### config.mk
export PLATFORM = sky130hd
export DESIGN_NAME = load_store_unit
export DESIGN_NICKNAME = d
export VERILOG_FILES = /design/src/rtl/load_store_unit_pkg.sv /design/src/rtl/lsu_data_align.sv /design/src/rtl/load_store_unit.sv
export SDC_FILE = /design/constraint.sdc
export NUM_CORES = 1
export LEC_CHECK = 0
export BUFFER_PORTS_ARGS = -buffer_cell sky130_fd_sc_hd__buf_4
export CAP_MARGIN = 20
export CORE_MARGIN = 2
export CORE_UTILIZATION = 50
export DETAILED_ROUTE_END_ITERATION = 7
export MAX_ROUTING_LAYER = met4
export PLACE_DENSITY = 0.83
export SLEW_MARGIN = 10
export SYNTH_ARGS = -nofsm -noshare
export SYNTH_HDL_FRONTEND = slang
export SYNTH_HIERARCHICAL = 1
export SYNTH_SLANG_ARGS = --single-unit
### constraint.sdc
create_clock -name clock -period 2.45 [get_ports clock]
set_input_delay 0.6125 -clock clock [delete_from_list [all_inputs] [get_ports clock]]
set_output_delay 0.6125 -clock clock [all_outputs]
set_load 0.02 [all_outputs]
### src/rtl/load_store_unit_pkg.sv
// Shared LSU types: operation codes, FSM states, byte-enable patterns and
// small decode helpers used by the LSU and its alignment datapath.
package load_store_unit_pkg;

  typedef enum logic [2:0] {
    LW  = 3'd0,
    LH  = 3'd1,
    LB  = 3'd2,
    LHU = 3'd3,
    LBU = 3'd4,
    SW  = 3'd5,
    SH  = 3'd6,
    SB  = 3'd7
  } load_store_func_code;

  typedef enum logic [1:0] {
    IDLE      = 2'd0,
    REQ       = 2'd1,
    WAIT_RESP = 2'd2
  } lsu_state_e;

  localparam logic [3:0] BE_WORD    = 4'b1111;
  localparam logic [3:0] BE_HALF_LO = 4'b0011;
  localparam logic [3:0] BE_HALF_HI = 4'b1100;
  localparam logic [3:0] BE_BYTE0   = 4'b0001;

  function automatic logic is_store(input load_store_func_code op);
    return (op == SW) || (op == SH) || (op == SB);
  endfunction

  function automatic logic is_misaligned(input load_store_func_code op,
                                         input logic [1:0]          addr_lo);
    logic bad;
    bad = 1'b0;
    case (op)
      LW, SW:      bad = (addr_lo != 2'b00);
      LH, LHU, SH: bad = addr_lo[0];
      default:     bad = 1'b0;
    endcase
    return bad;
  endfunction

endpackage

### src/rtl/lsu_data_align.sv
// Combinational byte-lane steering: store byte enables and lane replication,
// plus load byte/half selection with sign or zero extension.
module lsu_data_align
  import load_store_unit_pkg::*;
(
  input  load_store_func_code op_i,
  input  logic [1:0]          addr_lo_i,
  input  logic [31:0]         wdata_i,
  input  logic [31:0]         rdata_i,
  output logic [3:0]          be_o,
  output logic [31:0]         wdata_o,
  output logic [31:0]         load_data_o
);

  logic [7:0]  byte_sel;
  logic [15:0] half_sel;

  always_comb begin
    byte_sel = rdata_i[7:0];
    case (addr_lo_i)
      2'd0: byte_sel = rdata_i[7:0];
      2'd1: byte_sel = rdata_i[15:8];
      2'd2: byte_sel = rdata_i[23:16];
      2'd3: byte_sel = rdata_i[31:24];
      default: byte_sel = rdata_i[7:0];
    endcase
    half_sel = addr_lo_i[1] ? rdata_i[31:16] : rdata_i[15:0];
  end

  always_comb begin
    be_o        = BE_WORD;
    wdata_o     = wdata_i;
    load_data_o = rdata_i;
    case (op_i)
      LB, LBU, SB: be_o = BE_BYTE0 << addr_lo_i;
      LH, LHU, SH: be_o = addr_lo_i[1] ? BE_HALF_HI : BE_HALF_LO;
      default:     be_o = BE_WORD;
    endcase
    case (op_i)
      SB:      wdata_o = {4{wdata_i[7:0]}};
      SH:      wdata_o = {2{wdata_i[15:0]}};
      default: wdata_o = wdata_i;
    endcase
    case (op_i)
      LB:      load_data_o = {{24{byte_sel[7]}}, byte_sel};
      LBU:     load_data_o = {24'd0, byte_sel};
      LH:      load_data_o = {{16{half_sel[15]}}, half_sel};
      LHU:     load_data_o = {16'd0, half_sel};
      default: load_data_o = rdata_i;
    endcase
  end

endmodule

### src/rtl/load_store_unit.sv
// Load/store unit: IDLE -> REQ -> WAIT_RESP handshake against word-addressed memory.
// Optional response watchdog enabled by defining LSU_TIMEOUT_EN.
module load_store_unit
  import load_store_unit_pkg::*;
#(
  parameter int ADDR_WIDTH     = 32,
  parameter int TIMEOUT_CYCLES = 16
) (
  input  logic                  clock,
  input  logic                  reset,
  input  logic                  en_lsu_ip,
  input  load_store_func_code   lsu_operator_ip,
  input  logic [ADDR_WIDTH-1:0] addr_ip,
  input  logic [31:0]           wdata_ip,
  output logic                  lsu_busy_op,
  output logic                  data_req_op,
  input  logic                  data_gnt_ip,
  output logic [ADDR_WIDTH-1:0] data_addr_op,
  output logic                  data_we_op,
  output logic [3:0]            data_be_op,
  output logic [31:0]           data_wdata_op,
  input  logic                  data_rvalid_ip,
  input  logic [31:0]           data_rdata_ip,
  output logic [31:0]           mem_data_op,
  output logic                  mem_data_valid_op,
  output logic                  store_done_op,
  output logic                  misaligned_op,
  output logic                  bus_error_op
);

  lsu_state_e            state_q, state_d;
  load_store_func_code   op_q, op_d;
  logic [ADDR_WIDTH-1:0] addr_q, addr_d;
  logic [31:0]           wdata_q, wdata_d;
  logic [31:0]           mem_data_q, mem_data_d;
  logic                  valid_q, valid_d;
  logic                  store_done_q, store_done_d;
  logic                  misaligned_q, misaligned_d;
  logic                  timeout_hit;

  logic [3:0]  be_aligned;
  logic [31:0] wdata_aligned;
  logic [31:0] load_data;

  lsu_data_align u_align (
    .op_i        (op_q),
    .addr_lo_i   (addr_q[1:0]),
    .wdata_i     (wdata_q),
    .rdata_i     (data_rdata_ip),
    .be_o        (be_aligned),
    .wdata_o     (wdata_aligned),
    .load_data_o (load_data)
  );

`ifdef LSU_TIMEOUT_EN
  logic [7:0] tmo_cnt_q, tmo_cnt_d;
  logic       bus_error_q, bus_error_d;

  assign timeout_hit = (state_q == WAIT_RESP) && !data_rvalid_ip &&
                       (tmo_cnt_q == 8'(TIMEOUT_CYCLES - 1));

  always_comb begin
    tmo_cnt_d   = tmo_cnt_q;
    bus_error_d = timeout_hit;
    if (state_q == REQ && data_gnt_ip) begin
      tmo_cnt_d = '0;
    end else if (state_q == WAIT_RESP) begin
      tmo_cnt_d = tmo_cnt_q + 8'd1;
    end
  end

  always_ff @(posedge clock or negedge reset) begin
    if (!reset) begin
      tmo_cnt_q   <= '0;
      bus_error_q <= 1'b0;
    end else begin
      tmo_cnt_q   <= tmo_cnt_d;
      bus_error_q <= bus_error_d;
    end
  end

  assign bus_error_op = bus_error_q;
`else
  // Watchdog length only matters when the timeout build is selected.
  logic [31:0] timeout_cycles_unused;
  assign timeout_cycles_unused = 32'(TIMEOUT_CYCLES);
  assign timeout_hit  = 1'b0;
  assign bus_error_op = 1'b0;
`endif

  always_comb begin
    state_d      = state_q;
    op_d         = op_q;
    addr_d       = addr_q;
    wdata_d      = wdata_q;
    mem_data_d   = mem_data_q;
    valid_d      = 1'b0;
    store_done_d = 1'b0;
    misaligned_d = 1'b0;
    unique case (state_q)
      IDLE: begin
        if (en_lsu_ip) begin
          if (is_misaligned(lsu_operator_ip, addr_ip[1:0])) begin
            misaligned_d = 1'b1;
          end else begin
            state_d = REQ;
            op_d    = lsu_operator_ip;
            addr_d  = addr_ip;
            wdata_d = wdata_ip;
          end
        end
      end
      REQ: begin
        if (data_gnt_ip) state_d = WAIT_RESP;
      end
      WAIT_RESP: begin
        if (data_rvalid_ip) begin
          state_d = IDLE;
          if (is_store(op_q)) begin
            store_done_d = 1'b1;
          end else begin
            mem_data_d = load_data;
            valid_d    = 1'b1;
          end
        end else if (timeout_hit) begin
          state_d = IDLE;
        end
      end
      default: state_d = IDLE;
    endcase
  end

  always_ff @(posedge clock or negedge reset) begin
    if (!reset) begin
      state_q      <= IDLE;
      op_q         <= LW;
      addr_q       <= '0;
      wdata_q      <= '0;
      mem_data_q   <= '0;
      valid_q      <= 1'b0;
      store_done_q <= 1'b0;
      misaligned_q <= 1'b0;
    end else begin
      state_q      <= state_d;
      op_q         <= op_d;
      addr_q       <= addr_d;
      wdata_q      <= wdata_d;
      mem_data_q   <= mem_data_d;
      valid_q      <= valid_d;
      store_done_q <= store_done_d;
      misaligned_q <= misaligned_d;
    end
  end

  // Bus outputs are forced to zero outside REQ so the memory sees a quiet bus.
  assign lsu_busy_op       = (state_q != IDLE);
  assign data_req_op       = (state_q == REQ);
  assign data_we_op        = data_req_op && is_store(op_q);
  assign data_be_op        = data_req_op ? be_aligned : 4'b0000;
  assign data_addr_op      = data_req_op ? {addr_q[ADDR_WIDTH-1:2], 2'b00} : '0;
  assign data_wdata_op     = data_req_op ? wdata_aligned : 32'd0;
  assign mem_data_op       = mem_data_q;
  assign mem_data_valid_op = valid_q;
  assign store_done_op     = store_done_q;
  assign misaligned_op     = misaligned_q;

endmodule

==> results_dict.tcl, run 1 <==
set metrics [dict create \
    finalSetupViolations 0 \
    dr_wl_met3_um 1060 \
    grt_first_pass_wirelength_um 22500 \
    crit_fanout 15 \
    ios 211 \
    htreeDepth 3 \
    tightest_slew_ns 1.10 \
    clock_sinks 104 \
    clockPowerShare_pct 14.6 \
    portBuffers 207 \
    cts_tree "built" \
    regToRegEndpoint "mem_data_op[8]" \
    synth_seq_cells 104 \
    grt_antenna_before_repair 0 \
    via_count 4474 \
    ys_seq_area_share_pct 46.0 \
    met2_length_um 7490 \
    postLayoutCellArea_mm2 0.00762 \
    diodes 0 \
    grt_use_total_pct 25.1 \
    sw_frac_of_total_pct 38.5 \
    comb_power_share_pct 54.1 \
    cts.hold.buffers_added 0 \
    p_int_mw 6.16 \
    fp-row-count 38 \
    fin_crit_ns 2.39 \
    sequentialPowerShare_pct 31.3 \
    setup.worst_path.end "data_be_op[3]" \
    remaining_drc_errors 0 \
    routed.top_layer "met4" \
    fmax_ghz 0.419 \
    wl_met1_um 5940 \
    final_hold_viol_count 0 \
    critical_path_class "reg -> out" \
    synth_cells 475 \
    finalPower_mw 10.0 \
    cts-root-buf "clkbuf_16" \
    clk_pin_slew_ns 0.07 \
    start_kind "flop" \
    worst_ep_arrival_time_ns 1.78 \
    ant_nets 0 \
    die_area_mm2 0.0122 \
    maxSlewViolCount 0 \
    grt-ovfl-total 0 \
    routed_wl_um 15000 \
    cts_buffer_depth 2 \
    place_ws_ns 0.235 \
    place_area_mm2 0.00724 \
    grt_max_degree 56 \
    cp_data_required_time_ns 1.84 \
    initial_utilization_pct 51.7 \
    dp_hpwl_um 10800 \
    post-route-util_pct 69.6 \
    drtIter0Drc 264 \
    coreArea_mm2 0.0109 \
    status "completed" \
    fp.dieW_um 110 \
    switching_power_mw 3.86 \
    place_congestion 0.952 \
    clock_skew_ns 0.00867 \
    relSlewSlack_pct 26.2 \
    die_y_um 110 \
    end_kind "output port" \
    syn_area_mm2 0.00565 \
    crit_start "op_q[0]" \
    max_cap_viol_count 0 \
    peakVddDrop_v 0.000606 \
    cp_slowest_stage_delay_ns 0.44 \
    wl_per_cell_um 18.4 \
    power_density_mw_per_mm2 1320 \
    drive_gt1_share_pct 53.0 \
    r2r_setup_slack_ns 0.19 \
    p_leak_nw 3.72 \
    cp_cell_sequence "buf_6 > and2_1 > o21bai_1 > nand3_1 > and2_1 > buf_4" \
    reg2reg_from "op_q[0]" \
    clk_latency_ns 0.34 \
    nets 773 \
    grt_pass1_vias 4472 \
    synth.distinct_cells 33 \
    min_path_type "in -> async" \
    r2r_cells 5 \
    cts_buffers 9 \
    vias_per_cell 5.50 \
    dr.pass1.iters 5 \
    worst_slack_ns 0.0613 \
    syn2layout_area_growth_pct 34.8 \
    crit_path_frequent_cell "and2_1" \
    crit_slowest_cell "dfrtp_2" \
    period_share_pct 97.5 \
    syn_avg_cell_area_um2 11.9 \
    yosysWarnings 6 \
    fin_setup_tns_ns 0 \
]
[power groups by stage]
stage	logic (mW)	registers [mW]	clock network, mW
after floorplan	3.50	3.21	0
after global placement	5.13	3.09	0
after detailed placement	5.27	3.16	0
after CTS	5.31	3.15	1.49
after global routing	5.82	3.25	1.56
final	5.42	3.13	1.46
[per-stage QoR]
| stage | instances | hold slack [ns] |
|---|---|---|
| floorplan | 477 | 0.317 |
| global placement | 792 | 0.463 |
| detailed placement | 792 | 0.470 |
| CTS | 808 | 0.229 |
| global route | 814 | 0.240 |
| finish | 814 | 0.210 |
[routing by layer]
metal | global-route usage [%] | vias up
li1 | - | 2040
met1 | 30.9 | 2201
met2 | 41.0 | 200
met3 | 5.00 | 33
met4 | 9.82 | 0
met5 | - | -
[state kept, by name, indices dropped and copies added (netlist names)]
name and count:
store_done_op 1, misaligned_op 1, mem_data_op 32, wdata_q 32, state_q 2, op_q 3, mem_data_valid_op 1, addr_q 32
[area by class of cell]
type	instances	area (um^2)
flip-flops and latches	104	2610
inverters	4	15.0
clock inverters	3	40.0
repair buffers	228	1770
well taps	140	175
clock buffers	13	260
fillers	833	3320
multi-input cells	322	2750
[cells in the mapped netlist]
library cell / number / area [um^2]
a221o_1: 16 / 160
and2_1: 68 / 425
o21bai_1: 3 / 22.5
inv_1: 4 / 15.0
o21a_4: 1 / 15.0
buf_6: 10 / 113
mux2_2: 97 / 1090
buf_4: 11 / 82.6
mux2i_1: 8 / 80.1
and3b_1: 9 / 78.8
a21oi_2: 1 / 8.76
o21ai_1: 2 / 10.0
dfrtp_1: 104 / 2600
nor3_1: 2 / 10.0
or3_1: 1 / 6.26
buf_1: 2 / 7.51
nor2b_1: 3 / 18.8
nor2_1: 5 / 18.8
o211ai_1: 1 / 7.51
nand2_1: 29 / 109
nand3_1: 5 / 25.0
mux4_2: 8 / 180
nand2b_1: 6 / 37.5
nor3b_1: 4 / 30.0
conb_1: 1 / 3.75
mux2_1: 19 / 214
a211oi_2: 1 / 12.5
xor2_1: 1 / 8.76
clkbuf_1: 16 / 60.1
o21ai_0: 27 / 135
buf_2: 8 / 40.0
a22oi_2: 1 / 12.5
or3b_1: 1 / 8.76
[cell families after synthesis]
logic type,Yosys count,share of synthesized area [%]
xor+xnor,1,0.155
flops,104,46.0
simple gates,133,13.6
compound gates,53,6.80
other cells,1,0.0664
mux,132,27.7
buf+inv,51,5.62
[how the worst min path moves through the flow]
stage	start	end	slack (ns)	cells after the start
after global placement	wdata_q[19]	wdata_q[19]	0.46	1
final	reset	mem_data_op[3]	0.21	1
after CTS	reset	mem_data_op[3]	0.23	1
after floorplan	reset	addr_q[0]	0.32	0
after global routing	reset	mem_data_op[3]	0.24	1
after detailed placement	wdata_q[21]	wdata_q[21]	0.47	1
[layout by cell type, fill, tap and decap left out, drive strengths merged, types with 4 or more instances in the layout]
| cell type | Yosys | layout |
|---|---|---|
| buf | 31 | 228 |
| mux2 | 116 | 116 |
| dfrtp | 104 | 104 |
| and2 | 68 | 68 |
| nand2 | 29 | 29 |
| o21ai | 29 | 29 |
| a221o | 16 | 16 |
| clkbuf | 16 | 13 |
| and3b | 9 | 9 |
| mux4 | 8 | 8 |
| mux2i | 8 | 8 |
| nand2b | 6 | 6 |
| nor2 | 5 | 5 |
| nand3 | 5 | 5 |
| inv | 4 | 4 |
| nor3b | 4 | 4 |
[worst max-delay path: cells and delay by family, from the launching register on]
| family | cells | cell delay, ns |
|---|---|---|
| AND/OR/NAND/NOR | 3 | 0.46 |
| flip-flops | 1 | 0.44 |
| AO/OA/AOI/OAI | 1 | 0.23 |
| buffers and inverters | 2 | 0.31 |
[repair_timing]
item | in CTS | in global routing
resized for setup | 3 | 9
pin swaps | 0 | 2
setup buffers | 0 | 6
setup endpoints to repair | 17 | 20
Power figures use the tool's default switching activity.
==> run 2: changes to the inputs <==
--- a/config.mk
+++ b/config.mk
@@ -7,11 +7,10 @@
 export LEC_CHECK = 0
 export BUFFER_PORTS_ARGS = -buffer_cell sky130_fd_sc_hd__buf_4
 export CAP_MARGIN = 20
-export CORE_MARGIN = 2
 export CORE_UTILIZATION = 50
 export DETAILED_ROUTE_END_ITERATION = 7
 export MAX_ROUTING_LAYER = met4
-export PLACE_DENSITY = 0.83
+export PLACE_DENSITY = 0.81
 export SLEW_MARGIN = 10
 export SYNTH_ARGS = -nofsm -noshare
 export SYNTH_HDL_FRONTEND = slang
==> results_dict.tcl, run 2 (synthesis results as in run 1) <==
set metrics [dict create \
    cp_data_required_time_ns 1.84 \
    cp_cell_sequence "buf_4 > nor3b_2 > o21ai_2 > nand3_1 > and2_1 > buf_4" \
    grt_pass1_vias 4461 \
    clock_skew_ns 0.00651 \
    clk_latency_ns 0.34 \
    crit_fanout 8 \
    clk_pin_slew_ns 0.07 \
    routed_wl_um 14600 \
    remaining_drc_errors 0 \
    grt_use_total_pct 25.9 \
    place_congestion 0.906 \
    nets 771 \
    initial_utilization_pct 51.7 \
    finalSetupViolations 0 \
    final_common_cell "buf_4" \
    final_hold_viol_count 0 \
    diodes 0 \
    coreArea_mm2 0.0109 \
    crit_buf_inv 2 \
    min_path_type "in -> async" \
    htreeDepth 3 \
    portBuffers 207 \
    period_share_pct 97.5 \
    cts_buffer_depth 2 \
    power_density_mw_per_mm2 1290 \
    cts_buffers 9 \
    fp.dieW_um 108 \
    hold_ws_ns 0.209 \
    ant_nets 0 \
    wl_per_cell_um 18.0 \
    cts_tree "built" \
    fmax_ghz 0.419 \
    max_cap_viol_count 0 \
    relSlewSlack_pct 57.8 \
    maxSlewViolCount 0 \
    path_delay_family "simple AND/OR/NAND/NOR gates" \
    finalPower_mw 9.78 \
    fp-row-count 38 \
    final_cell_mix "buf_4 (223), dfrtp_1 (101), mux2_2 (97)" \
    place_ws_ns 0.209 \
    clock_sinks 104 \
    crit_slowest_cell "dfrtp_2" \
    drtIter0Drc 202 \
    dr.pass1.iters 4 \
    peakVddDrop_v 0.000702 \
    rsz0062_at_grt "false" \
    worst_ep_arrival_time_ns 1.78 \
    start_kind "flop" \
    drive_gt1_share_pct 52.8 \
    fin_crit_ns 2.39 \
    postLayoutCellArea_mm2 0.00755 \
    grt_max_degree 53 \
    syn2layout_area_growth_pct 33.7 \
    die_y_um 108 \
    end_kind "output port" \
    tightest_slew_ns 0.632 \
    vias_per_cell 5.45 \
    fin_setup_tns_ns 0 \
    cts-root-buf "clkbuf_16" \
    status "completed" \
    place_inst 793 \
    cts.hold.buffers_added 0 \
    die_area_mm2 0.0117 \
    dp_hpwl_um 10800 \
    post-route-util_pct 69.1 \
    crit_path_frequent_cell "buf_4" \
    grt_antenna_before_repair 0 \
    via_count 4429 \
    p_leak_nw 3.69 \
    final_cells 812 \
    place_area_mm2 0.00724 \
    critical_path_class "reg -> out" \
    grt_first_pass_wirelength_um 22400 \
    ios 211 \
    grt-ovfl-total 0 \
    cp_slowest_stage_delay_ns 0.45 \
    worst_slack_ns 0.0606 \
]
-- run 2: routing by layer --
metal  routed length [um]  up-vias  track usage, %
met5                    0        -               -
met4                  316        0            10.0
met3                 1130       26            4.88
met2                 7300      201            43.2
met1                 5850     2163            31.1
li1                     -     2039               -
-- run 2: final timing paths --
kind | startpoint | end | cells past startpoint | slack [ns]
setup reg to reg | op_q[0] | mem_data_op[3] | 5 | 0.18
min in group clock | data_gnt_ip | state_q[0] | 2 | 0.47
hold / removal | reset | wdata_q[2] | 1 | 0.21
setup / recovery | op_q[1] | data_be_op[1] | 6 | 0.06
max in group asynchronous | reset | addr_q[16] | 2 | 1.60
hold reg to reg | wdata_q[16] | wdata_q[16] | 1 | 0.48
-- run 2: final cells by class --
| type | instances | area (um^2) |
|---|---|---|
| Tap cell | 140 | 175 |
| Clock buffer | 13 | 250 |
| Inverter | 4 | 15.0 |
| Clock inverter | 3 | 17.5 |
| Sequential cell | 104 | 2610 |
| Multi-Input combinational cell | 322 | 2760 |
| Timing Repair Buffer | 226 | 1730 |
| Fill cell | 819 | 3380 |
-- run 2: where the power goes --
part | switching, mW | internal, mW | leakage, nW
Clock | 0.605 | 0.715 | 0.130
Sequential | 0.584 | 2.54 | 1.25
Combinational | 2.61 | 2.72 | 2.31
-- run 2: repair_timing --
action / 4_1_cts / 5_1_grt
gates cloned: 0 / 0
pin swaps: 1 / 0
endpoints found under the setup margin: 12 / 22
setup buffers: 0 / 2
gates resized for setup: 5 / 5
==> run 3: changes to the inputs <==
--- a/config.mk
+++ b/config.mk
@@ -7,12 +7,11 @@
 export LEC_CHECK = 0
 export BUFFER_PORTS_ARGS = -buffer_cell sky130_fd_sc_hd__buf_4
 export CAP_MARGIN = 20
-export CORE_UTILIZATION = 50
+export CORE_UTILIZATION = 49
 export DETAILED_ROUTE_END_ITERATION = 7
 export MAX_ROUTING_LAYER = met4
 export PLACE_DENSITY = 0.81
 export SLEW_MARGIN = 10
 export SYNTH_ARGS = -nofsm -noshare
 export SYNTH_HDL_FRONTEND = slang
-export SYNTH_HIERARCHICAL = 1
 export SYNTH_SLANG_ARGS = --single-unit
==> results_dict.tcl, run 3 <==
set metrics [dict create \
    vias_per_cell 5.58 \
    yosysMostFrequentCell "dfrtp_1" \
    synth_edf_count 0 \
    dp_hpwl_um 10700 \
    syn_area_mm2 0.00530 \
    synth_cells 477 \
    portBuffers 207 \
    regToRegEndpoint "mem_data_op[7]" \
    yosysWarnings 0 \
    ios 211 \
    max_cap_viol_count 0 \
    grt_pass1_vias 4643 \
    cp_data_required_time_ns 1.84 \
    grt-ovfl-total 0 \
    fp.dieW_um 106 \
    peakVddDrop_v 0.000758 \
    cp_slowest_stage_delay_ns 0.39 \
    ys.flop_type "dfrtp_1" \
    fin_crit_ns 2.35 \
    comb_power_share_pct 54.4 \
    sw_frac_of_total_pct 41.2 \
    power_density_mw_per_mm2 1300 \
    min_path_type "in -> async" \
    netlist.top_cell.by_area "dfrtp_1" \
    grt_max_degree 59 \
    ys_top_cells_by_count "dfrtp_1 (104), nand2_1 (54), mux2_2 (50), and2_1 (40), a21oi_1 (28)" \
    clock_sinks 104 \
    syn_avg_cell_area_um2 11.1 \
    synth_top_family_by_area "multiplexers" \
    finalPower_mw 9.41 \
    place_ws_ns 0.370 \
    final_hold_viol_count 0 \
    async_flop_share_pct 100 \
    reg2reg_from "addr_q[1]" \
    finalSetupViolations 0 \
    wl_per_cell_um 17.9 \
    crit_path_frequent_cell "buf_4" \
    synth.area.mux_share_pct 20.1 \
    wl_met1_um 6020 \
    grt_first_pass_wirelength_um 23000 \
    crit_slowest_cell "dfrtp_1" \
    path_delay_family "compound AO/OA/AOI/OAI gates" \
    cts_tree "built" \
    drive_gt1_share_pct 46.6 \
    place_inst 800 \
    final_cell_mix "buf_4 (220), dfrtp_1 (104), nand2_1 (53)" \
    synth_top_area_share_pct 49.1 \
    post_cts_buffers 0 \
    end_kind "output port" \
    die_y_um 106 \
    synthXorXnorAreaFrac_pct 0.165 \
    dr.pass1.iters 4 \
    die_area_mm2 0.0112 \
    clockPowerShare_pct 12.1 \
    cts.hold.buffers_added 0 \
    p_int_mw 5.53 \
    synth_area_leaders "dfrtp_1 (49%), mux2_2 (11%), and2_1 (4.7%)" \
    synth_seq_cells 104 \
    fmax_ghz 0.425 \
    initial_utilization_pct 50.9 \
    switching_power_mw 3.88 \
    fp-row-count 37 \
    synth_compound_area_share_pct 13.1 \
    synthAdderAreaFrac_pct 0 \
    ant_nets 0 \
    remaining_drc_errors 0 \
    status "completed" \
    relSlewSlack_pct 49.9 \
    htreeDepth 3 \
    cts_resized 2 \
    cts_buffer_depth 2 \
    critical_path_class "reg -> out" \
    ys_seq_area_share_pct 49.1 \
    cts-root-buf "clkbuf_8" \
    diodes 0 \
    coreArea_mm2 0.0104 \
    period_share_pct 96.1 \
    drtIter0Drc 314 \
    via_count 4554 \
    p_leak_nw 3.45 \
    clock_skew_ns 0.0132 \
    nets 779 \
    r2r_setup_slack_ns 0.45 \
    crit_buf_inv 2 \
    hold_ws_ns 0.140 \
    cp_cell_sequence "buf_4 > nor2_1 > a211oi_1 > a31o_2 > a21oi_1 > buf_4" \
    clk_pin_slew_ns 0.10 \
    syn2layout_area_growth_pct 36.5 \
    yosys.area_share.simple_pct 13.1 \
    worst_ep_arrival_time_ns 1.74 \
    place_congestion 0.879 \
    r2r_cells 5 \
    sequentialPowerShare_pct 33.5 \
    routed_wl_um 14600 \
    clk_latency_ns 0.37 \
    maxSlewViolCount 0 \
    worst_slack_ns 0.0959 \
    final_common_cell "buf_4" \
    cts_buffers 9 \
    crit_fanout 11 \
    final_cells 816 \
    synth.distinct_cells 45 \
    met2_length_um 7160 \
    grt_use_total_pct 27.0 \
    tightest_slew_ns 0.751 \
    routed.top_layer "met4" \
    grt_antenna_before_repair 0 \
    post-route-util_pct 69.5 \
    rsz0062_at_grt "true" \
    dr_wl_met3_um 962 \
    start_kind "flop" \
]
==> run 3: power groups by stage <==
stage	combinational, mW	sequential, mW	clock (mW)
after floorplan	3.06	3.28	0
final	5.13	3.15	1.14
after CTS	5.13	3.14	1.17
after global routing	5.49	3.26	1.24
after detailed placement	5.11	3.17	0
after global placement	4.99	3.12	0
==> run 3: per-layer routing <==
metal,vias up,GRT usage [%]
li1,2090,-
met1,2211,33.8
met2,218,42.9
met3,35,5.46
met4,0,11.6
met5,-,-
==> run 3: kinds of logic (layout without fill, tap and decap cells) <==
group,after synthesis,count (layout)
DFF,104,104
AOI/OAI and AO/OA,96,96
and+or+nand+nor,142,142
xor gates and xnor gates,1,1
buffers and inverters,46,247
other,1,3
muxes,87,87
==> run 3: final cells by class <==
type	count	area, um^2
Inverter	6	22.5
Tap cell	136	170
Multi-Input combinational cell	329	2480
Timing Repair Buffer	225	1740
Clock buffer	11	151
Sequential cell	104	2600
Clock inverter	5	63.8
Fill cell	781	3180
==> run 3: metrics by stage <==
| step | instance area [um^2] | TNS (ns) |
|---|---|---|
| 6_report | 7240 | 0 |
| 5_1_grt | 7240 | -0.0683 |
| 4_1_cts | 7230 | 0 |
| 3_5_place_dp | 7010 | 0 |
| 3_3_place_gp | 7010 | 0 |
| 2_1_floorplan | 5310 | 0 |
==> run 3: worst register-to-register path: stages, from the launching register on <==
cell and delay [ns]:
dfrtp_1 0.48, buf_4 0.25, and3b_1 0.20, a21oi_1 0.59, a221oi_1 0.21, a21oi_1 0.21
==> run 3: worst max-delay path by stage <==
stage                       startpoint                end  slack [ns]  cells past startpoint
floorplan                      op_q[1]  data_wdata_op[25]        0.18                      6
CTS                         state_q[1]   data_addr_op[22]        0.07                      5
global route                   op_q[2]      data_be_op[1]       -0.03                      6
global placement    lsu_operator_ip[1]        wdata_q[25]        0.43                      6
detailed placement  lsu_operator_ip[1]        wdata_q[26]        0.37                      6
finish                         op_q[1]      data_be_op[2]         0.1                      6
